<file path="config.mk">
export PLATFORM = sky130hd
export DESIGN_NAME = brew_sequencer
export DESIGN_NICKNAME = d
export VERILOG_FILES = /design/src/rtl/brew_pkg.sv /design/src/rtl/phase_timer.sv /design/src/rtl/brew_sequencer.sv
export SDC_FILE = /design/constraint.sdc
export NUM_CORES = 1
export LEC_CHECK = 0
export ABC_AREA = 1
export CORE_ASPECT_RATIO = 1.4
export CORE_MARGIN = 4
export CORE_UTILIZATION = 40
export DETAILED_ROUTE_END_ITERATION = 10
export GPL_ROUTABILITY_DRIVEN = 0
export PLACE_DENSITY_LB_ADDON = 0.25
export SYNTH_ARGS = -nofsm -noshare
export SYNTH_HDL_FRONTEND = slang
export SYNTH_SLANG_ARGS = --single-unit
</file>
<file path="constraint.sdc">
create_clock -name clk -period 1.5 [get_ports clk]
set_clock_uncertainty 0.15 [all_clocks]
set_input_delay 0.45 -clock clk [delete_from_list [all_inputs] [get_ports clk]]
set_output_delay 0.45 -clock clk [all_outputs]
set_load 0.05 [all_outputs]
</file>
<file path="src/rtl/brew_pkg.sv">
// Shared types and constants for the brew sequencer: FSM state encoding and drink mode codes.
package brew_pkg;

   typedef enum logic [2:0] {
      IDLE   = 3'd0,
      WATER  = 3'd1,
      COFFEE = 3'd2,
      MILK   = 3'd3,
      FINISH = 3'd4
   } brew_state_t;

   localparam logic [1:0] MODE_NONE   = 2'b00;
   localparam logic [1:0] MODE_BLACK  = 2'b01;
   localparam logic [1:0] MODE_NOMILK = 2'b10;
   localparam logic [1:0] MODE_MILK   = 2'b11;

endpackage

</file>
<file path="src/rtl/phase_timer.sv">
// Loadable down counter shared by all dispensing phases; expired flags a zero count.
module phase_timer #(
   parameter int unsigned CNT_W = 8
) (
   input  logic             clk,
   input  logic             reset,
   input  logic             load,
   input  logic [CNT_W-1:0] load_val,
   input  logic             dec,
   output logic             expired
);

   logic [CNT_W-1:0] count_q;

   // Saturates at zero so a stray decrement can never wrap into a long phase.
   always_ff @(posedge clk) begin
      if (!reset) begin
         count_q <= '0;
      end else if (load) begin
         count_q <= load_val;
      end else if (dec && (count_q != '0)) begin
         count_q <= count_q - CNT_W'(1);
      end
   end

   assign expired = (count_q == '0);

endmodule

</file>
<file path="src/rtl/brew_sequencer.sv">
// Timed valve sequencer: water, coffee, optional milk, then a one-cycle done pulse.
module brew_sequencer
   import brew_pkg::*;
#(
   parameter int unsigned WATER_CYCLES  = 8,
   parameter int unsigned COFFEE_CYCLES = 6,
   parameter int unsigned MILK_CYCLES   = 4,
   parameter int unsigned CNT_W         = 8
) (
   input  logic       clk,
   input  logic       reset,
   input  logic       start,
   input  logic       cancel,
   input  logic [1:0] mode,
   output logic       valve_agua,
   output logic       valve_cafe,
   output logic       valve_leche,
   output logic       busy,
   output logic       done,
   output logic       fault,
   output logic       no_milk
);

   localparam logic [CNT_W-1:0] WATER_LOAD  = CNT_W'(WATER_CYCLES - 1);
   localparam logic [CNT_W-1:0] COFFEE_LOAD = CNT_W'(COFFEE_CYCLES - 1);
   localparam logic [CNT_W-1:0] MILK_LOAD   = CNT_W'(MILK_CYCLES - 1);

   brew_state_t state_q, state_d;
   logic [1:0]  mode_q, mode_d;
   logic        no_milk_q, no_milk_d;

   logic agua_q, agua_d;
   logic cafe_q, cafe_d;
   logic leche_q, leche_d;
   logic busy_q, busy_d;
   logic done_q, done_d;
   logic fault_q, fault_d;

   logic             tmr_load;
   logic [CNT_W-1:0] tmr_val;
   logic             tmr_dec;
   logic             tmr_expired;

   phase_timer #(
      .CNT_W (CNT_W)
   ) u_phase_timer (
      .clk      (clk),
      .reset    (reset),
      .load     (tmr_load),
      .load_val (tmr_val),
      .dec      (tmr_dec),
      .expired  (tmr_expired)
   );

   // Outputs are decoded from the current state and registered, so they trail the state by
   // one edge; cancel is folded in here so the valves close on the very edge that sees it.
   always_comb begin
      state_d   = state_q;
      mode_d    = mode_q;
      no_milk_d = no_milk_q;
      tmr_load  = 1'b0;
      tmr_val   = '0;
      tmr_dec   = 1'b0;
      agua_d    = 1'b0;
      cafe_d    = 1'b0;
      leche_d   = 1'b0;
      busy_d    = 1'b0;
      done_d    = 1'b0;
      fault_d   = 1'b0;

      case (state_q)
         IDLE: begin
            if (start) begin
               if (mode != MODE_NONE) begin
                  mode_d    = mode;
                  no_milk_d = (mode == MODE_NOMILK);
                  tmr_load  = 1'b1;
                  tmr_val   = WATER_LOAD;
                  state_d   = WATER;
               end else begin
                  fault_d = 1'b1;
               end
            end
         end
         WATER: begin
            if (cancel) begin
               state_d = IDLE;
            end else begin
               agua_d = 1'b1;
               busy_d = 1'b1;
               if (tmr_expired) begin
                  tmr_load = 1'b1;
                  tmr_val  = COFFEE_LOAD;
                  state_d  = COFFEE;
               end else begin
                  tmr_dec = 1'b1;
               end
            end
         end
         COFFEE: begin
            if (cancel) begin
               state_d = IDLE;
            end else begin
               cafe_d = 1'b1;
               busy_d = 1'b1;
               if (tmr_expired) begin
                  if (mode_q == MODE_MILK) begin
                     tmr_load = 1'b1;
                     tmr_val  = MILK_LOAD;
                     state_d  = MILK;
                  end else begin
                     state_d = FINISH;
                  end
               end else begin
                  tmr_dec = 1'b1;
               end
            end
         end
         MILK: begin
            if (cancel) begin
               state_d = IDLE;
            end else begin
               leche_d = 1'b1;
               busy_d  = 1'b1;
               if (tmr_expired) begin
                  state_d = FINISH;
               end else begin
                  tmr_dec = 1'b1;
               end
            end
         end
         FINISH: begin
            done_d  = 1'b1;
            busy_d  = 1'b1;
            state_d = IDLE;
         end
         default: begin
            state_d = IDLE;
         end
      endcase
   end

   always_ff @(posedge clk) begin
      if (!reset) begin
         state_q   <= IDLE;
         mode_q    <= MODE_NONE;
         no_milk_q <= 1'b0;
         agua_q    <= 1'b0;
         cafe_q    <= 1'b0;
         leche_q   <= 1'b0;
         busy_q    <= 1'b0;
         done_q    <= 1'b0;
         fault_q   <= 1'b0;
      end else begin
         state_q   <= state_d;
         mode_q    <= mode_d;
         no_milk_q <= no_milk_d;
         agua_q    <= agua_d;
         cafe_q    <= cafe_d;
         leche_q   <= leche_d;
         busy_q    <= busy_d;
         done_q    <= done_d;
         fault_q   <= fault_d;
      end
   end

   assign valve_agua  = agua_q;
   assign valve_cafe  = cafe_q;
   assign valve_leche = leche_q;
   assign busy        = busy_q;
   assign done        = done_q;
   assign fault       = fault_q;
   assign no_milk     = no_milk_q;

endmodule

</file>
# ---- Yosys cells after proc, flatten, opt, wreduce, memory -nomap -nowiden
# Cells that the tools add are included.
dict set report op_classes {
  div_mod_pow 0
  shifts 0
  mux 35
  n_bitwise 0
  n_eq_ne 11
  multipliers 0
  n_reduce_logical 13
  n_addsub 1
  order_cmp 0
}
# cell count
set ops {}
lappend ops {{$mux W3} 13}
lappend ops {{$mux W8} 2}
lappend ops {{$mux W1} 13}
lappend ops {{$pmux W3 S4} 1}
lappend ops {{$ne A3 B3 Y1 const B} 3}
lappend ops {{$pmux W3 S3} 1}
lappend ops {{$logic_not A8 Y1} 1}
lappend ops {{$reduce_bool A8 Y1} 1}
lappend ops {{$sub A8 B1 Y8 const B} 1}
lappend ops {{$eq A3 B2 Y1 const B} 2}
lappend ops {{$mux W2} 3}
lappend ops {{$reduce_and A2 Y1} 3}
lappend ops {{$reduce_and A3 Y1} 2}
lappend ops {{$reduce_and A5 Y1} 1}
lappend ops {{$eq A2 B2 Y1 const B} 2}
lappend ops {{$ne A2 B2 Y1 const B} 2}
lappend ops {{$reduce_bool A2 Y1} 2}
lappend ops {{$eq A3 B1 Y1 const B} 1}
lappend ops {{$eq A3 B3 Y1 const B} 1}
lappend ops {{$logic_not A3 Y1} 1}
lappend ops {{$pmux W1 S3} 1}
lappend ops {{$reduce_or A3 Y1} 1}
lappend ops {{$pmux W1 S2} 1}
lappend ops {{$logic_and A1 B1 Y1} 1}
dict set report word_totals {
  mem_count 0
  input_bits 6
  ram_bits 0
  latch_bits 0
  register_bits 20
  romBits 0
}

# ---- Depth between registers and ports, before layout
# Gate-level depths: netlist of the first run.
dict set report logic_depth {
  ltp_word 7
  depth_mapped 10
}

# ---- Cells and area by module
# Synthesis of the first run repeated with hierarchy kept, for this count alone.
dict set report hier_totals {
  hier_cells 178
  area_unflattened_um2 1116.1
}
# module area_each_um2 instances seq_area_each_um2 cells_per_inst
set by_module_without_submodules {}
lappend by_module_without_submodules {phase_timer 600.6 1 160.2 104}
lappend by_module_without_submodules {brew_sequencer 515.5 1 240.2 74}

# ---- Worst setup path after synthesis of the first run
# Ideal clock, no wire load.
dict set report synth_path {
  kind {in2reg}
  startpoint {in cancel}
  endpoint {reg u_phase_timer.count_q[2]}
  arrival_time_ns 1.189
  stages 8
  setup_slack_ns 0.049
  t_required_ns 1.237
  cell_sequence {nor2_1 > inv_1 > nor2_2 > nand2_4 > nand3_2 > nor2_2 > nor2_1 > nor2_1}
}
dict set report synth_between {
  elab_chain_cells 4
  word_cells_on_any_way 10
  cone_classes {mux (8); reduce/logical (2)}
}
# element line_no
set synth_lines {}
lappend synth_lines {{start: declaration} brew_sequencer.sv:13} ;# input logic cancel,
lappend synth_lines {{$mux W1} brew_sequencer.sv:101} ;# if (cancel) begin
lappend synth_lines {{$mux W1} -}
lappend synth_lines {{$logic_and A1 B1 Y1} phase_timer.sv:21} ;# end else if (dec && (count_q != '0)) begin
lappend synth_lines {{$reduce_bool A2 Y1 (no line)} -}
lappend synth_lines {{end signal: assignment} phase_timer.sv:20} ;# count_q <= load_val;
lappend synth_lines {{end signal: assignment} phase_timer.sv:22} ;# count_q <= count_q - CNT_W'(1);
lappend synth_lines {{end: declaration} phase_timer.sv:13} ;# logic [CNT_W-1:0] count_q;
# Several ways; a longest one is shown, not always the timed one.
# A chain may end at the register's enable or synchronous reset.

# ---- Final worst setup path of the first run
dict set report layout_path {
  startpoint {reg u_phase_timer.count_q[1]}
  endpoint {reg u_phase_timer.count_q[7]}
}
dict set report layout_between {
  elab_chain_cells 6
  word_cells_on_any_way 15
  cone_classes {add/sub (1); mux (10); reduce/logical (4)}
}
# element
set layout_lines {}
lappend layout_lines {{parallel branches: the longest is 6 deep, another holds $sub A8 B1 Y8}}
# Several ways; the timed one is not identified. The select of a mux whose other input is x is not followed.

==> impl_results.md, run 1 <==
- Status: finished, violations left
- Failing checks: setup timing
- Met3 wire len: 86 um
- Largest net degree at the start of global routing: 13
- Largest family of logic cells by synthesized area: simple AND/OR/NAND/NOR gates
- Post-synthesis mux area share: 0
- Post-synth EDFFs: 0
- Buffer depth of the longest clock path: 2
- Slew headroom: 0.802
- GRT overflow: 0
- Wire length on met2: 1290 um
- Commonest non-fill, non-tap cells in the layout: 18 x nand2_1, 16 x inv_1, 15 x dfxtp_1, 14 x buf_4, 13 x nor2_1
- Cells after DPL: 199
- Worst Hold Class: register to register
- RSZ-0062 raised after global routing: true
- First-pass GRT wire length: 4250 um
- Post-Syn Instances: 142
- Routed wire length: 2330 um
- Clock insertion delay at the later pin of the skew report: 0.30 ns
- Setup Crit Path Kind: register to register
- H-tree depth: 1
- Worst Path Required: 1.59 ns
- Post-Place Setup Slack: -0.508 ns
- Distinct cell type count of the synthesized netlist: 26
- Dominant synthesized flop cell: dfxtp_1
- Synthesized Nets: 150
- Highest routed metal layer: met4
- CTS tree: built
- Dpl hpwl: 1780 um
- Total CTS buffers: 3
- Simple-Gate Fraction of Synth Area: 0.399
- Post-synthesis adder-cell area fraction: 0.0227
- Largest Register: u_phase_timer.count_q
- Design area: 1640 um2
- Critical Path AT: 1.62 ns
- Async S/R FF share, synth: 0
- Worst Path Max Fanout: 4
- Hold Violations, Final: 0
- Detail Route Antenna Nets: 0
- Max Slew Vio Count: 0
- Fin util: 0.619
- Final worst setup slack: -0.0373 ns
- CTS clk-pin slew, worst paths: 0.12 ns
- Footprint of the multi-input gates: 714 um2
- Via density: 4.65
- R2r startpoint: u_phase_timer.count_q[1]$_SDFFE_PN0P_
- Antenna violations before repair: 0
- Synth Area in Compound Gates: 0.0862
- Synth Area in XOR/XNOR: 0.0476
- Area growth, synth to finish: 48.3%
- Max Cap Violations: 0
- P_leak: 0.710 nW
- Register area: 407 um2
- Num rows: 22
- Fraction of layout cells with a size suffix above 1: 0.439
- Nets: 182
- Fill cell count: 240
- Most common cell after layout, fill and taps aside: nand2_1
- Biggest regs: u_phase_timer.count_q (8), state_q (3), mode_q (2)
- Total GRT Usage: 0.148
- Power Density: 1950 nW/um2
- Clk sink count: 20
- Final Non-Filler Cells: 209
- Post-Syn Area per Cell: 7.77 um2
- CP Capture Type: register
- Worst setup path startpoint: u_phase_timer.count_q[1]$_SDFFE_PN0P_
- Hold path start: no_milk$_SDFFE_PN0P_
- Synthesized area: 1100 um2
- Ys Warns: 0
- Worst hold slack: 0.338 ns
- Post-synthesis sequential area ratio: 0.363
- Pre-antenna DRT Iters: 4
- Die Footprint: 3670 um2
- Final Critical Period: 1.54 ns
- Max FFs per register: 8
- Clk root buf: clkbuf_4
- IO Pins: 13
- First-iteration detailed-routing DRC count: 6
- CP startpoint kind: register
- Dpl cell area: 1410 um2
- Antenna Cells: 0
- Core area: 2640 um2
- Final setup viols: 8
- Flops & latches, synth: 20
- M1 WL: 921 um
- Drt wl/cell: 11.1 um
- Slew at the pin closest to its max-slew limit: 0.296 ns
- PortBufs: 12
- DRC Markers: 0
- Vert. Die Dim: 70.1 um
- Routed vias: 971
- Number of global-route vias before repair: 999
- Initial Util: 0.418
- VDD IR max: 979 uV
- Max Clk Rate: 0.650 GHz
- Die W: 52.4 um
- Crit share post-route: 1.02
-- worst max-delay path: stages (launching register included) --
cell     delay [ns]
dfxtp_2        0.35
inv_2          0.08
ha_4           0.15
nand2_4        0.06
nor2_8         0.16
buf_4          0.13
inv_1          0.04
nand2_2        0.09
nand4_1        0.12
a21oi_2        0.15
-- per-layer routing --
layer | up-vias | track usage
li1 | 515 | -
met1 | 436 | 0.158
met2 | 16 | 0.276
met4 | 0 | 0.0426
met5 | - | 0
met3 | 4 | 0.0320
-- Yosys cell counts, types with 2 or more instances --
| library cell | count | share of area |
|---|---|---|
| dfxtp_1 | 20 | 0.36 |
| nor2_2 | 7 | 0.040 |
| nor2_1 | 16 | 0.054 |
| nand2_2 | 4 | 0.023 |
| nand4_1 | 2 | 0.011 |
| nand3_2 | 2 | 0.018 |
| nor3_1 | 3 | 0.014 |
| nand3_1 | 6 | 0.027 |
| nor2_4 | 3 | 0.031 |
| nand2_4 | 4 | 0.041 |
| a21oi_1 | 15 | 0.068 |
| ha_1 | 2 | 0.023 |
| nand2_1 | 21 | 0.071 |
| xor2_1 | 6 | 0.048 |
| nor2_8 | 2 | 0.036 |
| inv_1 | 18 | 0.061 |
| nor4_1 | 2 | 0.011 |
-- path summary, 6_finish.rpt --
path	to	slack [ns]	cells past startpoint
setup / recovery	u_phase_timer.count_q[7]$_SDFFE_PN0P_	-0.04	9
hold / removal	no_milk$_SDFFE_PN0P_	0.34	2
setup reg to reg	u_phase_timer.count_q[7]$_SDFFE_PN0P_	-0.04	9
hold reg to reg	no_milk$_SDFFE_PN0P_	0.34	2
-- per-stage QoR --
| stage | TNS (ns) | total power (W) |
|---|---|---|
| floorplan | 0 | 0.00190 |
| global placement | -6.00 | 0.00229 |
| detailed placement | -6.63 | 0.00230 |
| CTS | -0.0867 | 0.00310 |
| global route | -0.969 | 0.00343 |
| finish | -0.134 | 0.00319 |
-- power breakdown --
part | internal [W] | total (W) | leakage, nW | switching (W)
logic | 0.000904 | 0.00195 | 0.518 | 0.00104
registers | 0.000663 | 0.000799 | 0.165 | 0.000136
clock network | 0.000270 | 0.000441 | 0.0279 | 0.000171
-- area by class of cell --
cell class / count / share of cell area
multi-input combinational: 100 / 0.437
clock buffer: 3 / 0.0138
clock inverter: 1 / 0.0183
timing repair buffer: 28 / 0.203
tap: 36 / 0.0275
sequential: 20 / 0.248
inverter: 21 / 0.0528
-- logic make-up (layout without fill, tap and decap cells) --
family / Yosys count / count (layout)
buffers and inverters: 22 / 53
xor gates and xnor gates: 6 / 6
and+or+nand+nor: 74 / 74
DFF: 20 / 20
AOI/OAI and AO/OA: 18 / 18
adders and majority gates: 2 / 2
-- timing repair --
action | CTS | global route
hold buffers | 0 | 0
buffers inserted | 6 | 1
endpoints found under the setup margin | 11 | 11
pin swaps | 11 | 6
resized for setup | 22 | 10
endpoints found under the hold margin | 0 | 0
(Power assumes the default switching activity.)
==> run 2: changes to the inputs <==
--- a/config.mk
+++ b/config.mk
@@ -15,3 +15,4 @@
 export SYNTH_ARGS = -nofsm -noshare
 export SYNTH_HDL_FRONTEND = slang
 export SYNTH_SLANG_ARGS = --single-unit
+export TNS_END_PERCENT = 30
==> run 2 against run 1 <==
Against the previous run:
- the run still ends with setup timing left
- global-route usage unchanged
- worst hold slack about the same
- combinational power barely moved
- sequential share of layout area is 0.057 points higher
- setup slack gained 0.0067 ns
- non-clock buffer count did not move
- die area unchanged
- first-iteration DRC count is 33% lower
- largest cell class unchanged
==> impl_results.md, run 2 (synthesized netlist as in run 1, its figures left out) <==
- GRT overflow: 0 (unchanged)
- Fill cell count: 243 (was 240)
- CP max stage delay: 0.35 ns (about the same)
- Antenna violations before repair: 0 (unchanged)
- Critical Path AT: 1.62 ns (about the same)
- Max Slew Vio Count: 0 (unchanged)
- First-pass GRT wire length: 4250 um (unchanged)
- Core area: 2640 um2 (unchanged)
- Worst path cell trace: inv_2, ha_4, nand2_4, nor2_8, buf_4, inv_1, nand2_2, nand4_1, a21oi_2 (unchanged)
- Failing checks: setup timing (unchanged)
- Register area: 407 um2 (unchanged)
- Clk sink count: 20 (unchanged)
- Buffer depth of the longest clock path: 2 (unchanged)
- Status: finished, violations left (unchanged)
- Pre-antenna DRT Iters: 4 (unchanged)
- Area growth, synth to finish: 48.0% (was 48.3%)
- Design area: 1630 um2 (was 1640 um2)
- Dpl hpwl: 1780 um (unchanged)
- Antenna Cells: 0 (unchanged)
- Drt wl/cell: 11.0 um (was 11.1 um)
- Die W: 52.4 um (unchanged)
- Cts hold-fix bufs: 0 (unchanged)
- Via density: 4.61 (was 4.65)
- PortBufs: 12 (unchanged)
- Setup Crit Path Kind: register to register (unchanged)
- Slew headroom: 0.793 (was 0.802)
- RSZ-0062 raised after global routing: true (unchanged)
- Clock insertion delay at the later pin of the skew report: 0.30 ns (about the same)
- Vert. Die Dim: 70.1 um (unchanged)
- Final worst setup slack: -0.0306 ns (was -0.0373 ns)
- Delay-heaviest family, CP: simple AND/OR/NAND/NOR gates (unchanged)
- Detail Route Antenna Nets: 0 (unchanged)
- Number of global-route vias before repair: 999 (unchanged)
- Worst Path Required: 1.59 ns (about the same)
- Worst Path Max Fanout: 4 (unchanged)
- Max Clk Rate: 0.653 GHz (was 0.650 GHz)
- Nets: 182 (unchanged)
- Final setup viols: 8 (unchanged)
- Total GRT Usage: 0.148 (unchanged)
- CP Capture Type: register (unchanged)
- Crit share post-route: 1.02 (about the same)
- Max FFs per register: 8 (unchanged)
- Crit path buf inv count: 3 (unchanged)
- CP startpoint kind: register (unchanged)
- CTS clk-pin slew, worst paths: 0.12 ns (about the same)
- Pwr Total: 0.00317 W (was 0.00319 W)
- P_leak: 0.708 nW (was 0.710 nW)
- IO Pins: 13 (unchanged)
- First-iteration detailed-routing DRC count: 4 (was 6)
- Biggest regs: u_phase_timer.count_q (8), state_q (3), mode_q (2) (unchanged)
- CTS tree: built (unchanged)
- Clk root buf: clkbuf_4 (unchanged)
- Slew at the pin closest to its max-slew limit: 0.310 ns (was 0.296 ns)
- Commonest non-fill, non-tap cells in the layout: 18 x nand2_1, 16 x inv_1, 15 x dfxtp_1, 14 x nor2_1, 14 x buf_4 (was 18 x nand2_1, 16 x inv_1, 15 x dfxtp_1, 14 x buf_4, 13 x nor2_1)
- Die Footprint: 3670 um2 (unchanged)
- Worst Hold Class: register to register (unchanged)
- Hold Violations, Final: 0 (unchanged)
- VDD IR max: 962 uV (was 979 uV)
- Num rows: 22 (unchanged)
- Power Density: 1940 nW/um2 (was 1950 nW/um2)
- Routed wire length: 2310 um (was 2330 um)
- Footprint of the multi-input gates: 711 um2 (was 714 um2)
- Dpl cell area: 1410 um2 (unchanged)
- Fraction of layout cells with a size suffix above 1: 0.434 (was 0.439)
- Largest net degree at the start of global routing: 13 (unchanged)
- Most common cell after layout, fill and taps aside: nand2_1 (unchanged)
- H-tree depth: 1 (unchanged)
- Critical Path Slowest Stage Cell: dfxtp_2 (unchanged)
- Initial Util: 0.418 (unchanged)
- DRC Markers: 0 (unchanged)
- Max Cap Violations: 0 (unchanged)
- Largest Register: u_phase_timer.count_q (unchanged)
- Total CTS buffers: 3 (unchanged)
- Final Critical Period: 1.53 ns (was 1.54 ns)
- Routed vias: 964 (was 971)
==> run 2: cell counts in the layout (fill, tap and decap cells not counted) <==
No cell type changed its count.
==> run 2: timing repair <==
action	4_1_cts	5_1_grt
endpoints found under the setup margin	11	11
pin swaps	11	4
setup buffers	6	1
endpoints found under the hold margin	0	0
gates resized for setup	21	10
==> run 2: where the power goes <==
part	internal (W)	total [W]	switching, W
sequential	0.000663	0.000797	0.000134
combinational	0.000893	0.00193	0.00104
clock	0.000270	0.000441	0.000171
==> run 2: per-stage QoR <==
stage / std cells / setup WS, ns / hold slack (ns) / utilization / setup TNS (ns)
after floorplan: 142 / 0.0486 / 0.302 / - / 0
after global placement: 199 / -0.486 / 0.321 / 0.534 / -6.00
after detailed placement: 199 / -0.508 / 0.323 / 0.534 / -6.63
after CTS: 209 / -0.0163 / 0.341 / 0.603 / -0.0864
after global routing: 209 / -0.121 / 0.360 / 0.618 / -0.972
final: 209 / -0.0306 / 0.338 / 0.618 / -0.122
==> run 2: routing by layer <==
layer / global-route usage / vias to the layer above / wire length [um]
li1: - / 511 / -
met1: 0.158 / 437 / 916
met2: 0.276 / 12 / 1290
met3: 0.0320 / 4 / 75
met4: 0.0426 / 0 / 26
met5: 0 / - / 0
==> run 2: worst paths after layout <==
kind / startpoint / end / slack (ns) / cells after the start
max: u_phase_timer.count_q[1]$_SDFFE_PN0P_ / u_phase_timer.count_q[7]$_SDFFE_PN0P_ / -0.03 / 9
min: no_milk$_SDFFE_PN0P_ / no_milk$_SDFFE_PN0P_ / 0.34 / 2
max reg2reg: u_phase_timer.count_q[1]$_SDFFE_PN0P_ / u_phase_timer.count_q[7]$_SDFFE_PN0P_ / -0.03 / 9
min reg2reg: no_milk$_SDFFE_PN0P_ / no_milk$_SDFFE_PN0P_ / 0.34 / 2
==> run 2: final cells by class <==
cell class | count | share of cell area
clock inverter | 1 | 0.0184
sequential | 20 | 0.249
timing repair buffer | 28 | 0.203
clock buffer | 3 | 0.0138
multi-input combinational | 100 | 0.435
inverter | 21 | 0.0529
tap | 36 | 0.0276
==> run 2: tightest hold or removal path, delay by kind of cell (launching register included) <==
kind | cells | cell delay (ns)
AOI/OAI and AO/OA | 1 | 0.05
buffers and inverters | 1 | 0.06
DFF | 1 | 0.36
==> run 3: changes to the inputs <==
--- a/config.mk
+++ b/config.mk
@@ -12,7 +12,8 @@
 export DETAILED_ROUTE_END_ITERATION = 10
 export GPL_ROUTABILITY_DRIVEN = 0
 export PLACE_DENSITY_LB_ADDON = 0.25
+export SLEW_MARGIN = 20
 export SYNTH_ARGS = -nofsm -noshare
 export SYNTH_HDL_FRONTEND = slang
 export SYNTH_SLANG_ARGS = --single-unit
-export TNS_END_PERCENT = 30
+export TNS_END_PERCENT = 20
==> run 3 against run 2 <==
Against the previous run:
- the flow still finishes with violations (setup timing)
- total power barely moved
- combinational power barely moved
- largest cell class unchanged
- cell count unchanged
- first-iteration DRC count is 100% higher
- highest routed layer unchanged
==> impl_results.md, run 3 (synthesized netlist as in run 1, its figures left out) <==
- Status: finished, violations left (unchanged)
- Failing checks: setup timing (unchanged)
- P_leak: 0.708 nW (unchanged)
- Total GRT Usage: 0.148 (unchanged)
- Max Cap Violations: 0 (unchanged)
- Worst hold slack: 0.338 ns (about the same)
- Post-Place Setup Slack: -0.508 ns (unchanged)
- Most common cell after layout, fill and taps aside: nand2_1 (unchanged)
- Number of global-route vias before repair: 999 (unchanged)
- CTS tree: built (unchanged)
- Antenna violations before repair: 0 (unchanged)
- Largest Register: u_phase_timer.count_q (unchanged)
- Slew headroom: 0.801 (was 0.793)
- Vert. Die Dim: 70.1 um (unchanged)
- Largest net degree at the start of global routing: 13 (unchanged)
- Drt wl/cell: 10.9 um (was 11.0 um)
- Design area: 1630 um2 (unchanged)
- CP Capture Type: register (unchanged)
- Commonest non-fill, non-tap cells in the layout: 18 x nand2_1, 16 x inv_1, 15 x dfxtp_1, 14 x nor2_1, 14 x buf_4 (unchanged)
- Slew at the pin closest to its max-slew limit: 0.298 ns (was 0.310 ns)
- Total CTS buffers: 3 (unchanged)
- Hold Violations, Final: 0 (unchanged)
- Worst path cell trace: inv_2, ha_4, nand2_4, nor2_8, buf_4, inv_1, nand2_2, nand2_1, o22ai_1, nor2_1 (was inv_2, ha_4, nand2_4, nor2_8, buf_4, inv_1, nand2_2, nand4_1, a21oi_2)
- Combinational share of power: 0.608 (was 0.609)
- Fin util: 0.618 (unchanged)
- Final Critical Period: 1.52 ns (was 1.53 ns)
- Biggest regs: u_phase_timer.count_q (8), state_q (3), mode_q (2) (unchanged)
- Crit path buf inv count: 3 (unchanged)
- Die Footprint: 3670 um2 (unchanged)
- Nets: 182 (unchanged)
- CP max stage delay: 0.35 ns (about the same)
- Max Clk Rate: 0.657 GHz (was 0.653 GHz)
- Critical Path AT: 1.57 ns (was 1.62 ns)
- Detail Route Antenna Nets: 0 (unchanged)
- Final worst setup slack: -0.0210 ns (was -0.0306 ns)
- Num rows: 22 (unchanged)
- Clk sink count: 20 (unchanged)
- Core area: 2640 um2 (unchanged)
- Die W: 52.4 um (unchanged)
- Switch share: 0.424 (was 0.423)
- VDD IR max: 967 uV (was 962 uV)
- Final setup viols: 7 (was 8)
- RSZ-0062 raised after global routing: true (unchanged)
- Via density: 4.57 (was 4.61)
- Area growth, synth to finish: 48.0% (unchanged)
- Routed wire length: 2290 um (was 2310 um)
- Internal power: 0.00182 W (was 0.00183 W)
- IO Pins: 13 (unchanged)
- H-tree depth: 1 (unchanged)
- First-iteration detailed-routing DRC count: 8 (was 4)
- Dpl cell area: 1410 um2 (unchanged)
- Critical Path Slowest Stage Cell: dfxtp_2 (unchanged)
- Max FFs per register: 8 (unchanged)
- Worst Hold Class: register to register (unchanged)
- Crit share post-route: 1.01 (was 1.02)
- Delay-heaviest family, CP: simple AND/OR/NAND/NOR gates (unchanged)
- CP startpoint kind: register (unchanged)
- Clk root buf: clkbuf_4 (unchanged)
- Fill cell count: 243 (unchanged)
- CTS clk-pin slew, worst paths: 0.12 ns (about the same)
- Power Density: 1940 nW/um2 (about the same)
- PortBufs: 12 (unchanged)
- Setup Crit Path Kind: register to register (unchanged)
- Seq pwr share: 0.251 (was 0.252)
- Buffer depth of the longest clock path: 2 (unchanged)
- Worst reg2reg setup slack: -0.02 ns (was -0.03 ns)
- Worst Path Required: 1.55 ns (was 1.59 ns)
- Pre-antenna DRT Iters: 4 (unchanged)
- Clock insertion delay at the later pin of the skew report: 0.30 ns (about the same)
- Antenna Cells: 0 (unchanged)
- Cts hold-fix bufs: 0 (unchanged)
- Clock group share of total power: 0.140 (was 0.139)
- Dpl hpwl: 1780 um (unchanged)
- Routed vias: 955 (was 964)
- Worst Path Max Fanout: 4 (unchanged)
- Max Slew Vio Count: 0 (unchanged)
- Fraction of layout cells with a size suffix above 1: 0.434 (unchanged)
- First-pass GRT wire length: 4250 um (unchanged)
- GRT overflow: 0 (unchanged)
- Initial Util: 0.418 (unchanged)
- Sw power: 0.00134 W (about the same)
- DRC Markers: 0 (unchanged)
- Setup TNS: -0.0930 ns (was -0.122 ns)
==> run 3: tightest hold or removal path, cell delays in order (launching register included) <==
cell and delay, ns:
dfxtp_1 0.36, inv_1 0.06, a21oi_1 0.05
==> run 3: through the flow <==
stage,total power [W],cells
after floorplan,0.00190,142
after CTS,0.00310,209
after global routing,0.00341,209
after detailed placement,0.00230,199
after global placement,0.00229,199
final,0.00317,209
==> run 3: cell type report <==
type,count,area [um2],area share
Inverter,21,86.3,0.0529
Timing Repair Buffer,28,332,0.203
Sequential cell,20,407,0.249
Clock buffer,3,22.5,0.0138
Multi-Input combinational cell,100,711,0.435
Clock inverter,1,30.0,0.0184
Tap cell,36,45.0,0.0276
==> run 3: worst paths after layout <==
kind | start | to | cells past startpoint
setup / recovery | u_phase_timer.count_q[1]$_SDFFE_PN0P_ | state_q[0]$_SDFFE_PN0P_ | 10
hold / removal | no_milk$_SDFFE_PN0P_ | no_milk$_SDFFE_PN0P_ | 2
setup reg to reg | u_phase_timer.count_q[1]$_SDFFE_PN0P_ | state_q[0]$_SDFFE_PN0P_ | 10
hold reg to reg | no_milk$_SDFFE_PN0P_ | no_milk$_SDFFE_PN0P_ | 2
==> run 3: what timing repair did <==
item,CTS,global route
setup buffers,6,0
setup endpoints to repair,11,11
pin swaps,11,4
resized for setup,21,10
==> run 3: metal layers <==
| metal | global-route usage | wire length (um) |
|---|---|---|
| met5 | 0 | 0 |
| met3 | 0.0320 | 75 |
| met1 | 0.158 | 918 |
| met4 | 0.0426 | 26 |
| met2 | 0.276 | 1260 |
==> run 3: power groups by stage <==
stage,Combinational [W],Clock (W),Sequential [W]
after floorplan,0.00105,0,0.000844
after global placement,0.00150,0,0.000787
after detailed placement,0.00151,0,0.000791
after CTS,0.00186,0.000450,0.000788
after global routing,0.00213,0.000472,0.000813
final,0.00193,0.000445,0.000796
